$ cat config.mk
export PLATFORM = sky130hd
export DESIGN_NAME = m_fifo_unpacker
export DESIGN_NICKNAME = d
export VERILOG_FILES = /design/src/rtl/m_fifo_unpacker.sv
export SDC_FILE = /design/constraint.sdc
export NUM_CORES = 1
export LEC_CHECK = 0
export ABC_AREA = 0
export ABC_CLOCK_PERIOD_IN_PS = 3750
export CORE_AREA = 3 3 40 42
export CTS_BUF_LIST = sky130_fd_sc_hd__clkbuf_8
export CTS_CLUSTER_SIZE = 40
export DETAILED_ROUTE_END_ITERATION = 16
export DIE_AREA = 0 0 43 45
export PLACE_DENSITY = 0.81
export SYNTH_ARGS = -nofsm -noshare
export SYNTH_HDL_FRONTEND = slang
export SYNTH_SLANG_ARGS = --single-unit
$ cat constraint.sdc
create_clock -name clk -period 3.75 [get_ports clk]
set_input_delay 0.75 -clock clk [delete_from_list [all_inputs] [get_ports clk]]
set_output_delay 0.75 -clock clk [all_outputs]
set_load 0.05 [all_outputs]
$ cat src/rtl/m_fifo_unpacker.sv
// Pops words from a show-ahead FIFO and serializes each into RATIO chunks on a
// valid/ready stream, reloading on the last chunk so consecutive words have no bubble.
module m_fifo_unpacker #(
  parameter int unsigned IN_WIDTH  = 8,
  parameter int unsigned OUT_WIDTH = 2,
  parameter bit          LSB_FIRST = 1'b1
) (
  input  logic                 clk,
  input  logic                 rst,
  input  logic                 fifo_empty,
  input  logic [IN_WIDTH-1:0]  fifo_pop_data,
  output logic                 fifo_pop_enable,
  output logic                 out_valid,
  input  logic                 out_ready,
  output logic [OUT_WIDTH-1:0] out_data,
  output logic                 out_last,
  output logic                 busy
);

  localparam int unsigned RATIO = IN_WIDTH / OUT_WIDTH;
  localparam int unsigned CNT_W = (RATIO < 2) ? 1 : $clog2(RATIO);
  localparam logic [CNT_W-1:0] CNT_LAST = CNT_W'(RATIO - 1);

  if ((RATIO < 2) || ((IN_WIDTH % OUT_WIDTH) != 0)) begin : g_bad_params
    $error("m_fifo_unpacker: IN_WIDTH must be a multiple of OUT_WIDTH with at least two chunks");
  end

  typedef enum logic {
    IDLE = 1'b0,
    SEND = 1'b1
  } state_e;

  state_e              state_q;
  logic [IN_WIDTH-1:0] shift_q;
  logic [CNT_W-1:0]    cnt_q;

  logic fire;
  logic last_chunk;

  assign fire       = out_valid & out_ready;
  assign last_chunk = (cnt_q == CNT_LAST);

  // Pop whenever no chunk of the current word would be left unsent after this edge.
  assign fifo_pop_enable = !rst && !fifo_empty &&
                           ((state_q == IDLE) || (fire && last_chunk));

  always_ff @(posedge clk) begin
    if (rst) begin
      state_q <= IDLE;
      cnt_q   <= '0;
      shift_q <= '0;
    end else begin
      case (state_q)
        IDLE: begin
          if (fifo_pop_enable) begin
            shift_q <= fifo_pop_data;
            cnt_q   <= '0;
            state_q <= SEND;
          end
        end
        SEND: begin
          if (fire) begin
            if (!last_chunk) begin
              shift_q <= LSB_FIRST ? (shift_q >> OUT_WIDTH) : (shift_q << OUT_WIDTH);
              cnt_q   <= cnt_q + CNT_W'(1);
            end else if (fifo_pop_enable) begin
              shift_q <= fifo_pop_data;
              cnt_q   <= '0;
            end else begin
              state_q <= IDLE;
              cnt_q   <= '0;
            end
          end
        end
        default: state_q <= IDLE;
      endcase
    end
  end

  assign out_valid = (state_q == SEND);
  assign busy      = (state_q == SEND);
  assign out_last  = (state_q == SEND) && last_chunk;

  if (LSB_FIRST) begin : g_lsb_first
    assign out_data = shift_q[OUT_WIDTH-1:0];
  end else begin : g_msb_first
    assign out_data = shift_q[IN_WIDTH-1 -: OUT_WIDTH];
  end

  a_no_pop_on_empty: assert property (@(posedge clk) disable iff (rst)
    !(fifo_pop_enable && fifo_empty));

  a_valid_not_withdrawn: assert property (@(posedge clk) disable iff (rst)
    $fell(out_valid) |-> ($past(fire) || $past(rst)));

endmodule

### Word-level counts from Yosys, hierarchy flattened

Cells that the tools add are included.

* add/sub/neg operators: 1
* equal/unequal tests: 3
* bitwise operators: 2
* reductions and logical operators: 8
* mux-type cells: 12

Operators by type and width (count)
* 2-to-1 mux 8 bit: 3
* one-hot mux 8 bit (2 select lines): 1
* 2-to-1 mux 2 bit: 3
* logical AND 1 bit: 4
* one-hot mux 2 bit (2 select lines): 1
* 2-to-1 mux 1 bit: 3
* adder 2 x 1 -> 2 bit (second input constant): 1
* equality test 2 bit (second input constant): 1
* zero test 1 bit: 2
* inequality test 2 x 1 -> 1 bit (second input constant): 1
* inequality test 2 bit (second input constant): 1
* one-hot mux 1 bit (2 select lines): 1
* AND reduction 2 bit: 1
* bitwise AND 1 bit: 1
* logical OR 1 bit: 1
* NOT 1 bit: 1

* input bits: 12
* register bits after elaboration: 11
* output and inout bits: 6
* word-level logic and storage cells: 29

### Depth between registers and ports, before layout

Gate-level depths: netlist of run 1.

* depth after elaboration: 8
* gate-level depth with buffers: 5
* gate-level depth less buffers: 4

### Worst setup path before layout of run 1

Ideal clock, no wire load.

* path type: input-to-output
* start point: input port fifo_empty
* end point: output port fifo_pop_enable
* data required time: 3000 ps
* path slack: 1257 ps
* path buffers: 0
* cell stages on the path: 2
* arrival: 1743 ps
* path through: or2_2 -> nor2_1

* cells in the longest elaborated chain, start to end: 3

RTL lines
* from (decl): line 10 `input logic fifo_empty,`
* zero test 1 bit: line 44 `assign fifo_pop_enable = !rst && !fifo_empty &&`
* logical AND 1 bit (2 in a row): line 44
* to (decl): line 12 `output logic fifo_pop_enable,`

Every way passes these cells.

### Worst setup path in the final report of run 1

* start point: register cnt_q[0]
* end point: output port out_last

* cells in the longest elaborated chain, start to end: 2

RTL lines
* from (decl): line 35 `logic [CNT_W-1:0] cnt_q;`
* from (signal assigned): line 65 `cnt_q <= cnt_q + CNT_W'(1);`
* equality test 2 bit: line 41 `assign last_chunk = (cnt_q == CNT_LAST);`
* logical AND 1 bit: line 82 `assign out_last = (state_q == SEND) && last_chunk;`
* to (decl): line 16 `output logic out_last,`

Every way passes these cells.

==> run summary, run 1 <==
Among all flip-flop cells after synthesis, the most frequent one is sky130_fd_sc_hd__dfxtp_1. The final count of hold timing violations came out at 0. The number of gates resized after CTS was 0. Entering global routing, the biggest net connects 14 pins. The number of enable-type register cells in the synthesized netlist is 0. The library cell used most frequently in the layout, excluding fill and tap cells, is sky130_fd_sc_hd__clkdlybuf4s50_1. For this design the ratio of total power to cell area is 400 nW/um^2. Summed over all nets, the half-perimeter wirelength after detailed placement is 874 um. The cell with the biggest individual delay on the critical path is sky130_fd_sc_hd__clkdlybuf4s50_1. The clock latency of the later-clocked register in the worst-skew pair came out at 0.24 ns. STA puts the critical path data required time at 3.00 ns. The clock net in this run drives a total of 11 sinks. Data on the critical path arrives at its endpoint at 2.01 ns. The final layout contains 97 nets.

The sum of buffers and inverters on the critical path is 1. The number of DRC markers after the initial detailed-route iteration is 13. The global-route wire length before repair is 2.12 mm. The count of unique library cells instantiated by Yosys came out at 21.

Leaving out fill and tap cells, the most frequent cells in the layout are sky130_fd_sc_hd__clkdlybuf4s50_1, sky130_fd_sc_hd__nor2_1, sky130_fd_sc_hd__dfxtp_1. Hold repair after CTS inserted 0 buffers. The root buffer cell is sky130_fd_sc_hd__clkbuf_8. The worst hold path belongs to the class reg2reg.

The TritonCTS clock tree is yes. Of the total synthesized cell area, the portion taken by XOR and XNOR cells is 0. Summing every instance area after synthesis gives 589 sq um. The number of remaining DRC errors came out at 0. The critical path depth is 3. The setup-violating endpoint count in the final report came out at 0.

The number of antenna cells inserted is 0. By area, the combinational part of the netlist is dominated by compound AO/OA/AOI/OAI gates. The static power due to leakage is 0.301 nW. IR analysis of the VDD net gives a maximum drop of 0.208 mV. The number of max-slew violations in the final report was 0. The complex-gate fraction of the synthesized area is 0.299. In this run, synthesis produced a sequential element count of 11. The family of cells with the greatest summed delay on the critical path is buffers and inverters. The quantity of I/O buffers inserted on ports is 17.

CTS built an H-tree with a depth of 1. The count of cells along the worst hold path came out at 2. The instance count of the mapped netlist came out at 68.

The clock passes through at most 2 buffers. The total power came out at 0.312 mW. The routed length per instance is 12.6 um. The total wirelength of the detailed-routed design came out at 1.23 mm.

The placed instance count came out at 94. The clock-pin slew on the worst setup and hold paths came out at 0.05 ns. For the pin with the worst max-slew slack, the measured transition is 0.501 ns.

The highest attainable clock frequency is 0.362 GHz. The highest fanout seen on the critical path came out at 11. The flow ran to the end, and the final reports show no timing, DRC or antenna violations. In the finished design, the share of the clock period the worst path needs comes to 0.737. The number of warnings issued by yosys came out at 0. Of the cells placed in the final design, the portion with a size suffix greater than 1 is 0.169. The number of violations of the max-capacitance limit is 0. The minimum period implied by the final worst setup slack came out at 2.76 ns.

After synthesis, the share of cell area in mux cells is 0. The post-synthesis average cell area came out at 8.67 sq um. The placed standard-cell area is 736 sq um. The layout-stage area growth over the synthesis result came out at 32.5%.

Setup repair after global routing left no endpoint under its margin. After global routing the overflow that remains totals 0. The die is 43 um wide.

The share of flip-flops with an asynchronous set or reset after synthesis is 0. The via count of the first global-routing pass came to 513. The overall global routing resource usage is 0.149. The floorplan step defined a die boundary enclosing 1940 sq um.

For the final routed database, the setup TNS stands at 0 ns. For this run, the slowest stage of the critical path takes 0.80 ns. The worst-case headroom to the max-slew limit is 0.665. Traced cell by cell, the critical path runs through ha_1 > and2_1 > clkdlybuf4s50_1. STA classifies the critical path endpoint as an output port. The cell depth of the worst flop-to-flop path is 4. The core outline area came out at 1280 sq um. In this run the remaining antenna-violating nets after routing total 0.

Row generation in the floorplan step produced 13 rows. The class of the most critical setup path is reg2out. The sequential-to-total area share from yosys stat came out at 0.374. The number of vias in the routed layout came out at 525. The die is 45 um tall.

The worst setup path is launched from a register. The number of buffers inserted by post-CTS setup repair came out at 0. The number of nets handed over by synthesis was 81. On the final layout, the worst clock skew is 0.00633 ns. The final instance count without filler cells came out at 98. Of the total synthesized cell area, the portion taken by AND, OR, NAND and NOR gates is 0.225. The top-level port count came out at 18. The initial antenna violation count was 0. The post-route standard cell area excluding fillers is 781 sq um. The via density per instance is 5.36. The starting density of the core is 0.459. The number of iterations in the first detailed-routing pass is 6. The adder-cell share of the synthesized area came out at 0.0212. Routability-driven placement finished with a final weighted congestion of 0.778. The number of CTS-inserted buffers is 3.
==> cells in the mapped netlist, types with 2 or more instances <==
cell type / number / area share
sky130_fd_sc_hd__a211oi_1: 2 / 0.025
sky130_fd_sc_hd__a21oi_1: 8 / 0.068
sky130_fd_sc_hd__and2_1: 2 / 0.021
sky130_fd_sc_hd__and2b_1: 2 / 0.025
sky130_fd_sc_hd__buf_2: 2 / 0.017
sky130_fd_sc_hd__buf_4: 3 / 0.038
sky130_fd_sc_hd__dfxtp_1: 11 / 0.37
sky130_fd_sc_hd__nand2_1: 3 / 0.019
sky130_fd_sc_hd__nor2_1: 12 / 0.076
sky130_fd_sc_hd__nor2b_1: 3 / 0.032
sky130_fd_sc_hd__nor3_1: 2 / 0.017
sky130_fd_sc_hd__o21ai_0: 4 / 0.034
sky130_fd_sc_hd__o221a_2: 6 / 0.11
==> kinds of logic after synthesis <==
| group | count (synthesis) |
|---|---|
| and+or+nand+nor | 27 |
| AOI/OAI and AO/OA | 22 |
| DFF | 11 |
| buffers and inverters | 7 |
| adders and majority gates | 1 |
==> stage by stage <==
stage | worst slack, ns | utilization | hold WS (ns)
6_report | 0.987 | 0.608 | 0.513
3_3_place_gp | 1.05 | 0.573 | 0.471
3_5_place_dp | 1.05 | 0.573 | 0.485
5_1_grt | 0.913 | 0.608 | 0.523
2_1_floorplan | 1.26 | - | 0.457
4_1_cts | 0.987 | 0.608 | 0.511
==> sequential cells by signal, indices dropped and copies added, names as in the netlist <==
signal,cells
shift_q,8
cnt_q,2
busy,1
==> layout make-up <==
class	count	area [sq um]
clock buffers	3	41.3
clock inverters	1	3.75
fillers	124	504
multi-input cells	50	322
flip-flops and latches	11	220
well taps	15	18.8
repair buffers	18	175
==> tightest hold or removal path: stages, from the launching register on <==
cell,delay [ns]
sky130_fd_sc_hd__dfxtp_1,0.31
sky130_fd_sc_hd__o21ai_0,0.08
sky130_fd_sc_hd__a21oi_1,0.07
==> where the power goes <==
group / internal [mW] / switching, mW / total, mW / leakage [nW]
logic: 0.0323 / 0.0332 / 0.0655 / 0.184
registers: 0.126 / 0.00610 / 0.132 / 0.0907
clock network: 0.0717 / 0.0427 / 0.114 / 0.0269
total: 0.230 / 0.0820 / 0.312 / 0.301
==> metal layers <==
metal / GRT usage / wire [um] / share of wire
met5: 0 / 0 / 0
met4: 0.0904 / 12 / 0.0097
met2: 0.246 / 567 / 0.46
met3: 0.0438 / 115 / 0.093
met1: 0.171 / 537 / 0.44
==> path summary, 6_finish.rpt <==
kind	startpoint	to	slack (ns)
hold reg to reg	cnt_q[1]$_SDFFE_PP0P_	cnt_q[1]$_SDFFE_PP0P_	0.51
setup reg to reg	cnt_q[0]$_SDFFE_PP0P_	shift_q[4]$_SDFFE_PP0P_	2.12
hold / removal	cnt_q[1]$_SDFFE_PP0P_	cnt_q[1]$_SDFFE_PP0P_	0.51
setup / recovery	cnt_q[0]$_SDFFE_PP0P_	out_last	0.99
No activity file was read; power rests on OpenSTA's default activity.
==> inputs of run 2 (changes only) <==
--- a/config.mk
+++ b/config.mk
@@ -6,12 +6,12 @@
 export NUM_CORES = 1
 export LEC_CHECK = 0
 export ABC_AREA = 0
-export ABC_CLOCK_PERIOD_IN_PS = 3750
-export CORE_AREA = 3 3 40 42
+export ABC_CLOCK_PERIOD_IN_PS = 2400
+export CORE_MARGIN = 3
+export CORE_UTILIZATION = 42
 export CTS_BUF_LIST = sky130_fd_sc_hd__clkbuf_8
 export CTS_CLUSTER_SIZE = 40
 export DETAILED_ROUTE_END_ITERATION = 16
-export DIE_AREA = 0 0 43 45
 export PLACE_DENSITY = 0.81
 export SYNTH_ARGS = -nofsm -noshare
 export SYNTH_HDL_FRONTEND = slang
==> constraint.sdc (replaced) <==
create_clock -name clk -period 2.4 [get_ports clk]
set_input_delay 0.48 -clock clk [delete_from_list [all_inputs] [get_ports clk]]
set_output_delay 0.48 -clock clk [all_outputs]
set_load 0.05 [all_outputs]
==> run summary, run 2 (same netlist as run 1, synthesis figures left out) <==
Status: finished, final reports clean (unchanged). The number of max-slew violations in the final report is 0 (unchanged). The total number of placement rows came out at 12 (was 13). The level count of the clock H-tree came out at 1 (unchanged). The required time at the worst-slack endpoint is 1.92 ns (was 3.00 ns). The number of vias in the routed layout is 526 (was 525). The worst hold-check path type is reg2reg (unchanged). The post-CTS resize count is 0 (unchanged).

The critical path launch point type is a primary input (was register). The die extent in x came to 43.5 um (was 43 um). The die span in y came out at 43.5 um (was 45 um). The routed length per instance came out at 13.3 um (was 12.6 um). The root buffer cell is sky130_fd_sc_hd__clkbuf_8 (unchanged).

The number of CTS-inserted buffers came out at 3 (unchanged). The delay contributed by the slowest stage of the critical path came out at 0.48 ns (was 0.80 ns). The net count reported at finish came to 98 (was 97). Setup repair after global routing missed its margin: false (unchanged). The top-level port count is 18 (unchanged).

The number of iterations in the first detailed-routing pass came out at 4 (was 6). The share of final-layout standard cells stronger than drive strength 1 was 0.190 (was 0.169). The number of violations of the max-capacitance limit is 0 (unchanged).

The total congestion overflow after global routing came out at 0 (unchanged). The cell with the biggest individual delay on the critical path is sky130_fd_sc_hd__clkdlybuf4s50_1 (unchanged). The highest attainable clock frequency came out at 0.459 GHz. The signal arrival time at the worst endpoint is 1.70 ns (was 2.01 ns). The worst-case headroom to the max-slew limit came to 0.671 (was 0.665). The static power due to leakage is 0.312 nW (was 0.301 nW). The maximum clock path buffer count was 2 (unchanged). The total of hold buffers inserted after clock tree synthesis came out at 0 (unchanged).

The area of the die came out at 1890 sq um (was 1940 sq um). The number of DRC markers after the initial detailed-route iteration is 17 (was 13). The worst voltage drop across the vdd grid came out at 0.326 mV (was 0.208 mV). The total power per unit cell area is 613 nW/um^2 (was 400 nW/um^2). The number of buffers inserted by post-CTS setup repair is 0 (unchanged). The class of the most critical setup path is in2out (was reg2out).

The overall global routing resource usage is 0.158 (was 0.149). The number of clock sinks is 11 (unchanged). The initial antenna violation count is 0 (unchanged). The final count of hold timing violations is 0 (unchanged).

The accumulated negative setup slack was 0 ns (unchanged). The via count of the first global-routing pass came out at 478 (was 513). The total half-perimeter wirelength after legalization and detailed placement was 963 um (was 874 um). The cell depth of the worst flop-to-flop path came out at 4 (unchanged). The commonest non-fill, non-tap cell in the layout is sky130_fd_sc_hd__clkdlybuf4s50_1 (unchanged). The count of nets left with antenna violations after detail routing is 0 (unchanged). The quantity of I/O buffers inserted on ports is 17 (unchanged).

The count of cells along the worst hold path came out at 2 (unchanged). The setup skew after layout came out at 0.00195 ns (was 0.00633 ns). The layout filler cell count came out at 107 (was 124). The via density per instance came out at 5.37 (was 5.36).

The total power came to 0.489 mW (was 0.312 mW). The clock-pin slew on the worst setup and hold paths came to 0.05 ns (about the same). The number of antenna cells inserted is 0 (unchanged). The pin count of the biggest net entering global routing was 13 (was 14). The register ranked first by flip-flop count is shift_q (unchanged). The post-route clock period utilization is 0.907. The global-route wire length before repair came to 2.17 mm (was 2.12 mm). The TritonCTS clock tree was yes (unchanged). The final RePlAce weighted congestion is 0.758 (was 0.778). The clock latency of the later-clocked register in the worst-skew pair is 0.23 ns (was 0.24 ns). The total wirelength of the detailed-routed design came to 1.30 mm (was 1.23 mm). The minimum period implied by the final worst setup slack is 2.18 ns. The highest fanout seen on the critical path is 6 (was 11). The transition at the pin with the smallest max-transition slack was 0.492 ns (was 0.501 ns). The flip-flop count of the largest register after layout came out at 8 (unchanged). The setup-violating endpoint count in the final report is 0 (unchanged). The core outline area is 1200 sq um (was 1280 sq um). Highest-count cells in the layout ignoring fill and taps: sky130_fd_sc_hd__clkdlybuf4s50_1, sky130_fd_sc_hd__nor2_1, sky130_fd_sc_hd__dfxtp_1 (unchanged).

The layout-stage area growth over the synthesis result came out at 35.2% (was 32.5%). The category of the worst setup path capture point is an output port (unchanged). The number of remaining DRC errors is 0 (unchanged). Cell chain of the critical path: clkdlybuf4s50_1 > or2_2 > nor2_1 > buf_12 (was ha_1 > and2_1 > clkdlybuf4s50_1). The starting density of the core came out at 0.491 (was 0.459).
run 2: changes by cell type in the layout (fill, tap and decap cells not counted):
cell,previous run,this run
sky130_fd_sc_hd__buf_4,2,3
sky130_fd_sc_hd__buf_12,0,1
sky130_fd_sc_hd__clkdlybuf4s50_1,16,15
run 2: stage by stage:
stage          utilization  std cells  worst slack [ns]  area (sq um)  hold slack, ns
5_1_grt              0.664         98             0.166           797           0.524
3_5_place_dp         0.626         94             0.233           752           0.473
4_1_cts              0.664         98             0.216           797           0.480
3_3_place_gp         0.626         94             0.242           752           0.467
6_report             0.664         98             0.223           797           0.481
2_1_floorplan            -         68             0.447           589           0.457
run 2: worst max-delay path: cells and delay by family:
kind	cells	cell delay, ns
buf+inv	2	0.65
simple gates	2	0.57
run 2: worst paths after layout:
path / from / to / slack, ns
max: fifo_empty / fifo_pop_enable / 0.22
min: cnt_q[1]$_SDFFE_PP0P_ / cnt_q[1]$_SDFFE_PP0P_ / 0.48
max reg2reg: cnt_q[0]$_SDFFE_PP0P_ / shift_q[3]$_SDFFE_PP0P_ / 0.74
min reg2reg: cnt_q[1]$_SDFFE_PP0P_ / cnt_q[1]$_SDFFE_PP0P_ / 0.48
run 2: routing by layer:
layer | vias to the layer above | GRT usage | wire length, um
met2 | 15 | 0.233 | 596
met5 | - | 0 | 0
li1 | 271 | - | -
met1 | 238 | 0.201 | 613
met4 | 0 | 0.0904 | 14
met3 | 2 | 0.0498 | 75
run 2: final cells by class:
cell class / instances / area, sq um / share of cell area
Clock buffer: 3 / 41.3 / 0.0518
Multi-Input combinational cell: 50 / 322 / 0.403
Sequential cell: 11 / 220 / 0.276
Timing Repair Buffer: 19 / 193 / 0.242
Clock inverter: 1 / 3.75 / 0.00471
Tap cell: 14 / 17.5 / 0.0220
run 2: power breakdown:
group / internal, mW / switching, mW
clock: 0.112 / 0.0631
combinational: 0.0538 / 0.0539
sequential: 0.197 / 0.00938
